[config.mk]
export PLATFORM = sky130hd
export DESIGN_NAME = word_gen_outbuf_flat
export DESIGN_NICKNAME = d
export VERILOG_FILES = /design/src/rtl/word_gen_outbuf_if.sv /design/src/rtl/word_gen_outbuf.sv /design/src/flat_wrapper.sv
export SDC_FILE = /design/constraint.sdc
export NUM_CORES = 1
export LEC_CHECK = 0
export CAP_MARGIN = 10
export CORE_MARGIN = 10
export CORE_UTILIZATION = 45
export DETAILED_ROUTE_END_ITERATION = 16
export PLACE_DENSITY_LB_ADDON = 0.12
export SLEW_MARGIN = 0
export SYNTH_ARGS = -nofsm -noshare
export SYNTH_HDL_FRONTEND = slang
export SYNTH_SLANG_ARGS = --single-unit
[constraint.sdc]
create_clock -name CLK -period 13.81 [get_ports CLK]
set_input_delay 2.0715 -clock CLK [delete_from_list [all_inputs] [get_ports CLK]]
set_output_delay 2.0715 -clock CLK [all_outputs]
set_load 0.02 [all_outputs]
[src/rtl/word_gen_outbuf_if.sv]
// Handshake bundle between the word generator, this output buffer, the distributor
// and the packet report consumer.
interface word_gen_outbuf_if #(
  parameter int unsigned CHAR_BITS    = 7,
  parameter int unsigned WORD_MAX_LEN = 8
);
  localparam int unsigned W = CHAR_BITS * WORD_MAX_LEN;

  logic [W-1:0] gen_dout;
  logic [15:0]  gen_pkt_id;
  logic [15:0]  gen_word_id;
  logic [31:0]  gen_id;
  logic         gen_end;
  logic         gen_empty;
  logic         gen_rd_en;

  logic [W-1:0] out_word;
  logic [15:0]  out_pkt_id;
  logic [15:0]  out_word_id;
  logic [31:0]  out_gen_id;
  logic         out_valid;
  logic         out_ready;

  logic         rpt_valid;
  logic [15:0]  rpt_pkt_id;
  logic [31:0]  rpt_num_cand;
  logic         rpt_ready;

  // Environment side: generator, distributor and report consumer.
  modport master (
    output gen_dout, gen_pkt_id, gen_word_id, gen_id, gen_end, gen_empty,
    input  gen_rd_en,
    input  out_word, out_pkt_id, out_word_id, out_gen_id, out_valid,
    output out_ready,
    input  rpt_valid, rpt_pkt_id, rpt_num_cand,
    output rpt_ready
  );

  // Output buffer side.
  modport slave (
    input  gen_dout, gen_pkt_id, gen_word_id, gen_id, gen_end, gen_empty,
    output gen_rd_en,
    output out_word, out_pkt_id, out_word_id, out_gen_id, out_valid,
    input  out_ready,
    output rpt_valid, rpt_pkt_id, rpt_num_cand,
    input  rpt_ready
  );
endinterface

[src/rtl/word_gen_outbuf.sv]
// Word generator output stage: FIFO between generator and distributor, plus per-packet
// candidate counting with a one-deep report holding register.
module word_gen_outbuf #(
  parameter int unsigned CHAR_BITS    = 7,
  parameter int unsigned WORD_MAX_LEN = 8,
  parameter int unsigned DEPTH        = 4
) (
  input logic              CLK,
  input logic              rst_n,
  word_gen_outbuf_if.slave bus
);
  localparam int unsigned W  = CHAR_BITS * WORD_MAX_LEN;
  localparam int unsigned AW = (DEPTH > 1) ? $clog2(DEPTH) : 1;
  localparam logic [AW:0] FullCnt = (AW + 1)'(DEPTH);

  typedef enum logic {RptIdle, RptHold} rpt_state_e;

  logic [W-1:0]     mem_word    [DEPTH];
  logic [15:0]      mem_pkt_id  [DEPTH];
  logic [15:0]      mem_word_id [DEPTH];
  logic [31:0]      mem_gen_id  [DEPTH];
  logic [DEPTH-1:0] mem_end;

  logic [AW-1:0] wr_ptr, rd_ptr;
  logic [AW:0]   fifo_cnt;
  logic [31:0]   cand_cnt, cand_inc;

  rpt_state_e rpt_state;
  logic        rpt_valid_r;
  logic [15:0] rpt_pkt_id_r;
  logic [31:0] rpt_num_r;

  logic wr_en, accept, end_accept, stall, head_end, out_valid_c;

  assign wr_en         = rst_n & ~bus.gen_empty & (fifo_cnt != FullCnt);
  assign bus.gen_rd_en = wr_en;

  assign head_end    = mem_end[rd_ptr];
  // Hold an end-of-packet word back until the previous report has been taken.
  assign stall       = head_end & rpt_valid_r & ~bus.rpt_ready;
  assign out_valid_c = (fifo_cnt != '0) & ~stall;
  assign accept      = out_valid_c & bus.out_ready;
  assign end_accept  = accept & head_end;
  assign cand_inc    = (cand_cnt == '1) ? cand_cnt : cand_cnt + 32'd1;

  assign bus.out_valid   = out_valid_c;
  assign bus.out_word    = mem_word[rd_ptr];
  assign bus.out_pkt_id  = mem_pkt_id[rd_ptr];
  assign bus.out_word_id = mem_word_id[rd_ptr];
  assign bus.out_gen_id  = mem_gen_id[rd_ptr];

  assign bus.rpt_valid    = rpt_valid_r;
  assign bus.rpt_pkt_id   = rpt_pkt_id_r;
  assign bus.rpt_num_cand = rpt_num_r;

  always_ff @(posedge CLK) begin
    if (wr_en) begin
      mem_word[wr_ptr]    <= bus.gen_dout;
      mem_pkt_id[wr_ptr]  <= bus.gen_pkt_id;
      mem_word_id[wr_ptr] <= bus.gen_word_id;
      mem_gen_id[wr_ptr]  <= bus.gen_id;
      mem_end[wr_ptr]     <= bus.gen_end;
    end
  end

  always_ff @(posedge CLK) begin
    if (!rst_n) begin
      wr_ptr   <= '0;
      rd_ptr   <= '0;
      fifo_cnt <= '0;
      cand_cnt <= '0;
    end else begin
      if (wr_en) wr_ptr <= wr_ptr + 1'b1;
      if (accept) rd_ptr <= rd_ptr + 1'b1;
      case ({wr_en, accept})
        2'b10:   fifo_cnt <= fifo_cnt + 1'b1;
        2'b01:   fifo_cnt <= fifo_cnt - 1'b1;
        default: fifo_cnt <= fifo_cnt;
      endcase
      if (accept) cand_cnt <= head_end ? '0 : cand_inc;
    end
  end

  always_ff @(posedge CLK) begin
    if (!rst_n) begin
      rpt_state    <= RptIdle;
      rpt_valid_r  <= 1'b0;
      rpt_pkt_id_r <= '0;
      rpt_num_r    <= '0;
    end else begin
      case (rpt_state)
        RptIdle: begin
          if (end_accept) begin
            rpt_state    <= RptHold;
            rpt_valid_r  <= 1'b1;
            rpt_pkt_id_r <= mem_pkt_id[rd_ptr];
            rpt_num_r    <= cand_inc;
          end
        end
        RptHold: begin
          // An end accept here implies rpt_ready, so the old report is consumed.
          if (end_accept) begin
            rpt_pkt_id_r <= mem_pkt_id[rd_ptr];
            rpt_num_r    <= cand_inc;
          end else if (bus.rpt_ready) begin
            rpt_state   <= RptIdle;
            rpt_valid_r <= 1'b0;
          end
        end
      endcase
    end
  end
endmodule

[src/flat_wrapper.sv]
// flat-port wrapper written by rule: the top's interface ports become plain ports
module word_gen_outbuf_flat 
#(
  parameter int unsigned CHAR_BITS    = 7,
  parameter int unsigned WORD_MAX_LEN = 8,
  parameter int unsigned DEPTH        = 4
)
  (CLK, rst_n, bus_gen_dout, bus_gen_pkt_id, bus_gen_word_id, bus_gen_id, bus_gen_end, bus_gen_empty, bus_gen_rd_en, bus_out_word, bus_out_pkt_id, bus_out_word_id, bus_out_gen_id, bus_out_valid, bus_out_ready, bus_rpt_valid, bus_rpt_pkt_id, bus_rpt_num_cand, bus_rpt_ready);
  word_gen_outbuf_if #(.CHAR_BITS(CHAR_BITS), .WORD_MAX_LEN(WORD_MAX_LEN)) bus_i ();
  input logic CLK;
  input logic rst_n;
  input wire logic [$bits(bus_i.gen_dout)-1:0] bus_gen_dout;
  input wire logic [$bits(bus_i.gen_pkt_id)-1:0] bus_gen_pkt_id;
  input wire logic [$bits(bus_i.gen_word_id)-1:0] bus_gen_word_id;
  input wire logic [$bits(bus_i.gen_id)-1:0] bus_gen_id;
  input wire logic [$bits(bus_i.gen_end)-1:0] bus_gen_end;
  input wire logic [$bits(bus_i.gen_empty)-1:0] bus_gen_empty;
  output wire logic [$bits(bus_i.gen_rd_en)-1:0] bus_gen_rd_en;
  output wire logic [$bits(bus_i.out_word)-1:0] bus_out_word;
  output wire logic [$bits(bus_i.out_pkt_id)-1:0] bus_out_pkt_id;
  output wire logic [$bits(bus_i.out_word_id)-1:0] bus_out_word_id;
  output wire logic [$bits(bus_i.out_gen_id)-1:0] bus_out_gen_id;
  output wire logic [$bits(bus_i.out_valid)-1:0] bus_out_valid;
  input wire logic [$bits(bus_i.out_ready)-1:0] bus_out_ready;
  output wire logic [$bits(bus_i.rpt_valid)-1:0] bus_rpt_valid;
  output wire logic [$bits(bus_i.rpt_pkt_id)-1:0] bus_rpt_pkt_id;
  output wire logic [$bits(bus_i.rpt_num_cand)-1:0] bus_rpt_num_cand;
  input wire logic [$bits(bus_i.rpt_ready)-1:0] bus_rpt_ready;
  assign bus_i.gen_dout = bus_gen_dout;
  assign bus_i.gen_pkt_id = bus_gen_pkt_id;
  assign bus_i.gen_word_id = bus_gen_word_id;
  assign bus_i.gen_id = bus_gen_id;
  assign bus_i.gen_end = bus_gen_end;
  assign bus_i.gen_empty = bus_gen_empty;
  assign bus_gen_rd_en = bus_i.gen_rd_en;
  assign bus_out_word = bus_i.out_word;
  assign bus_out_pkt_id = bus_i.out_pkt_id;
  assign bus_out_word_id = bus_i.out_word_id;
  assign bus_out_gen_id = bus_i.out_gen_id;
  assign bus_out_valid = bus_i.out_valid;
  assign bus_i.out_ready = bus_out_ready;
  assign bus_rpt_valid = bus_i.rpt_valid;
  assign bus_rpt_pkt_id = bus_i.rpt_pkt_id;
  assign bus_rpt_num_cand = bus_i.rpt_num_cand;
  assign bus_i.rpt_ready = bus_rpt_ready;
  word_gen_outbuf #(.CHAR_BITS(CHAR_BITS), .WORD_MAX_LEN(WORD_MAX_LEN), .DEPTH(DEPTH)) u_core (.CLK(CLK), .rst_n(rst_n), .bus(bus_i));
endmodule
## After elaboration in Yosys (flattened, before gate mapping)

Memory sizes are Yosys's and may differ from the RTL's. A register that Yosys moved wholly into a read port is not among the register bits.
Cells that the tools add are included.

- Word-level logic and storage cells: 71
- Memories kept: 4
- Flip-flop bits (word level): 93
- RAM bits: 480
- Output and inout port bits: 171

- Eq/ne operators: 7
- Bitwise logic cells: 11
- Add/subtract/negate cells: 5
- $lt $le $gt $ge: 3
- Reductions and logical operators: 4
- Multiplexer cells: 28

Memory list:

| memory | words | bits a word | rd ports | clocked after memory_dff | write ports | RTL line | text |
|---|---|---|---|---|---|---|---|
| u_core.mem_word | 4 | 56 | 1 | 1 | 1 | word_gen_outbuf.sv:18 | `logic [W-1:0] mem_word [DEPTH];` |
| u_core.mem_gen_id | 4 | 32 | 1 | 1 | 1 | word_gen_outbuf.sv:21 | `logic [31:0] mem_gen_id [DEPTH];` |
| u_core.mem_pkt_id | 4 | 16 | 1 | 1 | 1 | word_gen_outbuf.sv:19 | `logic [15:0] mem_pkt_id [DEPTH];` |
| u_core.mem_word_id | 4 | 16 | 1 | 1 | 1 | word_gen_outbuf.sv:20 | `logic [15:0] mem_word_id [DEPTH];` |

Operators with widths:

| kind | count |
|---|---|
| 32-bit 2-to-1 mux | 3 |
| 32-bit by 1-bit adder with 32-bit output, second input constant | 1 |
| 32-bit == test, second input constant | 1 |
| 16-bit 2-to-1 mux | 1 |
| 2-bit 2-to-1 mux | 8 |
| 1-bit 2-to-1 mux | 10 |
| 1-bit AND | 7 |
| 2-bit by 3-bit < comparator with 1-bit output, second input constant | 2 |
| 3-bit case mux with 2 select lines | 1 |
| 2-bit by 1-bit adder with 2-bit output, second input constant | 2 |
| 4-bit bitwise mux | 1 |
| 2-bit != test, second input constant | 2 |
| 1-bit NOT | 4 |
| 1-bit case mux with 2 select lines | 2 |
| 3-bit by 1-bit adder with 3-bit output, second input constant | 1 |
| 3-bit != test, second input constant | 1 |
| 3-bit AND reduction | 1 |
| 3-bit nonzero test | 1 |
| 3-bit by 1-bit subtractor with 3-bit output, second input constant | 1 |
| 1-bit binary-select mux with 2-bit select | 1 |
| 1-bit demux with 2-bit select | 1 |
| 2-bit by 1-bit == test with 1-bit output, second input constant | 1 |
| 2-bit == test, second input constant | 1 |
| 2-bit by 1-bit >= comparator with 1-bit output, second input constant | 1 |
| 3 further kinds | 3 |

## Longest topological paths before layout

- Depth after elaboration: 10
- Gate-level depth with buffers: 10

## Least setup slack after synthesis

OpenSTA, ideal clock, no wires.

- Path type: input-to-reg
- From: input rst_n
- To: register u_core.mem_end[0], enable pin
- Stages: 4
- Arrival: 6.146 ns
- Required time: 13.316 ns
- Path slack: 7.170 ns
- Cells stage by stage: inv_1 > clkbuf_1 > a311oi_1 > and2_1

- Longest elaborated chain between the ends: 2

RTL lines:

| what | RTL line | text |
|---|---|---|
| start, declared | flat_wrapper.sv:11 | `input logic rst_n;` |
| 1-bit AND (2 in series) | word_gen_outbuf.sv:35 | `assign wr_en = rst_n & ~bus.gen_empty & (fifo_cnt != FullCnt);` |
| via bus_gen_rd_en | flat_wrapper.sv:18 | `output wire logic [$bits(bus_i.gen_rd_en)-1:0] bus_gen_rd_en;` |
| end signal, assigned by index | word_gen_outbuf.sv:62 | `mem_end[wr_ptr] <= bus.gen_end;` |
| end, declared | word_gen_outbuf.sv:22 | `logic [DEPTH-1:0] mem_end;` |

The timed path passes the listed nets, and every way through them passes these cells.
A chain may end at the register's enable or synchronous reset.

## Worst setup path after layout

- From: input rst_n
- To: output bus_gen_rd_en

- Longest elaborated chain between the ends: 2

RTL lines:

| what | RTL line |
|---|---|
| 1-bit AND (2 in series) | word_gen_outbuf.sv:35 |
| end, declared | flat_wrapper.sv:18 |

Every way passes these cells.

==> metrics.md <==
| Metric | Value |
|---|---|
| Pwr dens | `approximately 170 nW/um^2` |
| Post-Syn Nets | `1,314` |
| Drc violations | `0` |
| Fraction of layout cells with a size suffix above 1 | `15.5%` |
| Rows | `80` |
| Core ar. | `47,900 sq um` |
| Syn Inst Count | `1,181` |
| Clock insertion delay at the later pin of the skew report | `0.61 ns` |
| Synth Area in Adders | `0.433%` |
| Post-synthesis async set-or-reset flop share | `0%` |
| Starting density of the core | `a little under half` |
| Worst VDD drop | `118 uV` |
| Fin. max-slew vios | `0` |
| Largest family of logic cells by synthesized area | `multiplexers` |
| Setup_tns | `0 ns` |
| Post-synthesis xor/xnor area fraction | `less than 1%` |
| NumNets Final | `1,618` |
| Max_cap viols | `0` |
| Post-route insts no fill | `2,149` |
| CTS Root Cell | `clkbuf_16` |
| Crit path kind | `input port to primary output` |
| Num CTS Buffers | `59` |
| # IOs | `297` |
| Post-Syn Area per Cell | `18.6 sq um` |
| First-pass GRT wire length | `76,600 um` |
| H-Tree Depth | `2` |
| Part of the Yosys area used for sequential elements | `74.5%` |
| Total GRT Usage | `about 18%` |
| Mux contribution to synthesized area | `12.5%` |
| Most frequent cells in the layout | `edfxtp_1 (484), clkdlybuf4s50_1 (296), mux4_2 (121), dfxtp_1 (89)` |
| RSZ-0062 raised after global routing | `false` |
| Slew headroom | `30.3%` |
| Yosys cell types | `65` |
| Routed wire length | `roughly 51,000 um` |
| Setup crit start kind | `input port` |
| Total die area | `58,000 sq um` |
| Final min period | `6.59 ns` |
| Lkg Pwr | `0.00854 uW` |
| Placer congestion estimate | `0.807` |
| FMAX | `0.152 GHz` |
| Post_cts resized | `0` |
| Post-synth EDFFs | `between 400 and 500` |
| Post-route clock period utilization | `47.7%` |
| Final setup viols | `0` |
| CP Max Fanout | `34` |
| Post CTS Setup Buffer Count | `0` |
| Commonest non-fill, non-tap cell in the layout | `edfxtp_1` |
| CP Capture Type | `primary output` |
| DR iter-0 viols | `854` |
| Vias in the first global route | `12,100` |
| Detailed Routing Iterations Pass 1 | `5` |
| Clock-pin slew on the worst setup and hold paths | `0.06 ns` |
| Final Core Density | `57.0%` |
| Initial antenna violation count | `9` |
| Hold_buf cts | `0` |
| CTS max path bufs | `3` |
| Top_reg_cell synth | `edfxtp_1` |
| Placed Instances | `2,039` |
| IO Port Bufs | `296` |
| Final hold vios | `0` |
| Largest net degree at the start of global routing | `between 70 and 80` |
| Status | `completed` |
| WP data required | `11.74 ns` |
| Total number of yosys warnings | `0` |
| Die width | `241 um` |
| Post-Syn Area | `21,900 sq um` |
| Vias | `11,900` |
| Area fraction in and, or, nand and nor cells after synthesis | `4.66%` |
| Worst Tran Pin Value | `1.05 ns` |
| Mean number of vias per cell | `5.55` |
| Overflow after GRT | `0` |
| Area Growth Syn to Fin | `24.5%` |
| Final clock skew | `0.0236 ns` |
| CP arrival | `between 4 and 5 ns` |
| Synth Area in Compound Gates | `5.46%` |
| HP Class | `flip-flop to flip-flop` |
| Hpwl dp | `~32,000 um` |
| Clock Sink Count | `around 580` |
| Post-route ant nets | `0` |
| TritonCTS clock tree | `built` |
| DR WL/cell | `23.8 um` |
| Chip height | `241 um` |
| Post-synthesis register bit count | `575` |
## sequential cells by signal, summed over array words and instances, names as in the netlist, named ones only
signal / cells
u_core.mem_word: 224
u_core.mem_gen_id: 128
u_core.mem_pkt_id: 64
u_core.mem_word_id: 64
u_core.bus.rpt_num_cand: 32
u_core.cand_cnt: 32
u_core.bus.rpt_pkt_id: 16
u_core.mem_end: 4
u_core.fifo_cnt: 3
u_core.rd_ptr: 2
u_core.wr_ptr: 2
u_core.bus.rpt_valid: 1
u_core.rpt_state: 1
## per-layer routing
metal / part of all wire (%) / routed length (um) / GRT usage (%)
met1: 41 / 21100 / 22.7
met2: 50 / 25500 / 28.6
met3: 6.9 / 3540 / 4.88
met4: 1.6 / 841 / 4.99
met5: 0.18 / 94 / 0
## worst paths after layout
check                                           endpoint  depth (start not counted)  slack [ns]                startpoint
worst max register to register     u_core.mem_word[2][5]                          5       10.08        u_core.fifo_cnt[1]
worst min register to register  u_core.bus.rpt_pkt_id[7]                          2        0.45  u_core.bus.rpt_pkt_id[7]
worst max-delay path                       bus_gen_rd_en                          5        7.22                     rst_n
worst min-delay path            u_core.bus.rpt_pkt_id[7]                          2        0.45  u_core.bus.rpt_pkt_id[7]
## worst max-delay path, cell delays in order
cell and delay, ns:
clkdlybuf4s50_1 0.45, buf_4 0.32, inv_1 0.10, a311oi_1 0.80, clkdlybuf4s50_1 0.77
## power breakdown
part           total, uW  internal [uW]  switching [uW]
registers           2080           2000            80.5
clock network       1490            860             626
logic               1190            576             617
## cells by family (layout without fill, tap and decap cells)
group	after synthesis	count (layout)
buffers and inverters	86	436
XOR/XNOR	18	18
AND/OR/NAND/NOR	182	182
multiplexers	123	123
AO/OA/AOI/OAI	190	190
other	0	3
flip-flops	575	575
adder cells (fa/ha/maj)	7	7
## area by class of cell
type / count / area, sq um
clock buffers: 89 / 1620
fillers: 3744 / 20600
diodes: 3 / 7.51
flip-flops and latches: 575 / 16400
multi-input cells: 520 / 5230
inverters: 16 / 60.1
clock inverters: 18 / 180
well taps: 615 / 769
repair buffers: 313 / 3090
## cell usage after synthesis (3+ instances only)
| library cell | n | area share (%) |
|---|---|---|
| nand4_1 | 13 | 0.37 |
| nor2_1 | 18 | 0.31 |
| xor2_1 | 5 | 0.20 |
| o31a_1 | 5 | 0.20 |
| buf_2 | 24 | 0.55 |
| a21oi_1 | 50 | 1.1 |
| inv_1 | 16 | 0.27 |
| clkbuf_1 | 42 | 0.72 |
| edfxtp_1 | 484 | 66 |
| nand2_1 | 59 | 1.0 |
| or3_1 | 10 | 0.29 |
| o21ai_1 | 6 | 0.14 |
| nor3_1 | 5 | 0.11 |
| a311oi_1 | 5 | 0.20 |
| nor4_1 | 6 | 0.17 |
| xnor2_1 | 13 | 0.52 |
| ha_1 | 6 | 0.34 |
| nand3_1 | 23 | 0.52 |
| nand4_2 | 3 | 0.17 |
| o21ai_0 | 47 | 1.1 |
| or4_1 | 6 | 0.21 |
| a41oi_1 | 4 | 0.16 |
| a31oi_1 | 38 | 1.1 |
| and2_1 | 8 | 0.23 |
| o31ai_1 | 11 | 0.38 |
| and3_1 | 7 | 0.20 |
| nand2b_1 | 7 | 0.20 |
| dfxtp_1 | 91 | 8.3 |
| mux4_2 | 121 | 12 |
## per-stage QoR
step / total power [uW] / instance area (sq um) / worst slack, ns / hold slack, ns
after CTS: 4840 / 27300 / 7.23 / 0.454
after floorplan: 2790 / 21900 / 7.17 / 0.454
after detailed placement: 3340 / 25500 / 7.25 / 0.445
after global placement: 3340 / 25500 / 7.27 / 0.441
final: 4760 / 27300 / 7.22 / 0.452
after global routing: 4970 / 27300 / 7.04 / 0.475
Power figures use the tool's default switching activity.
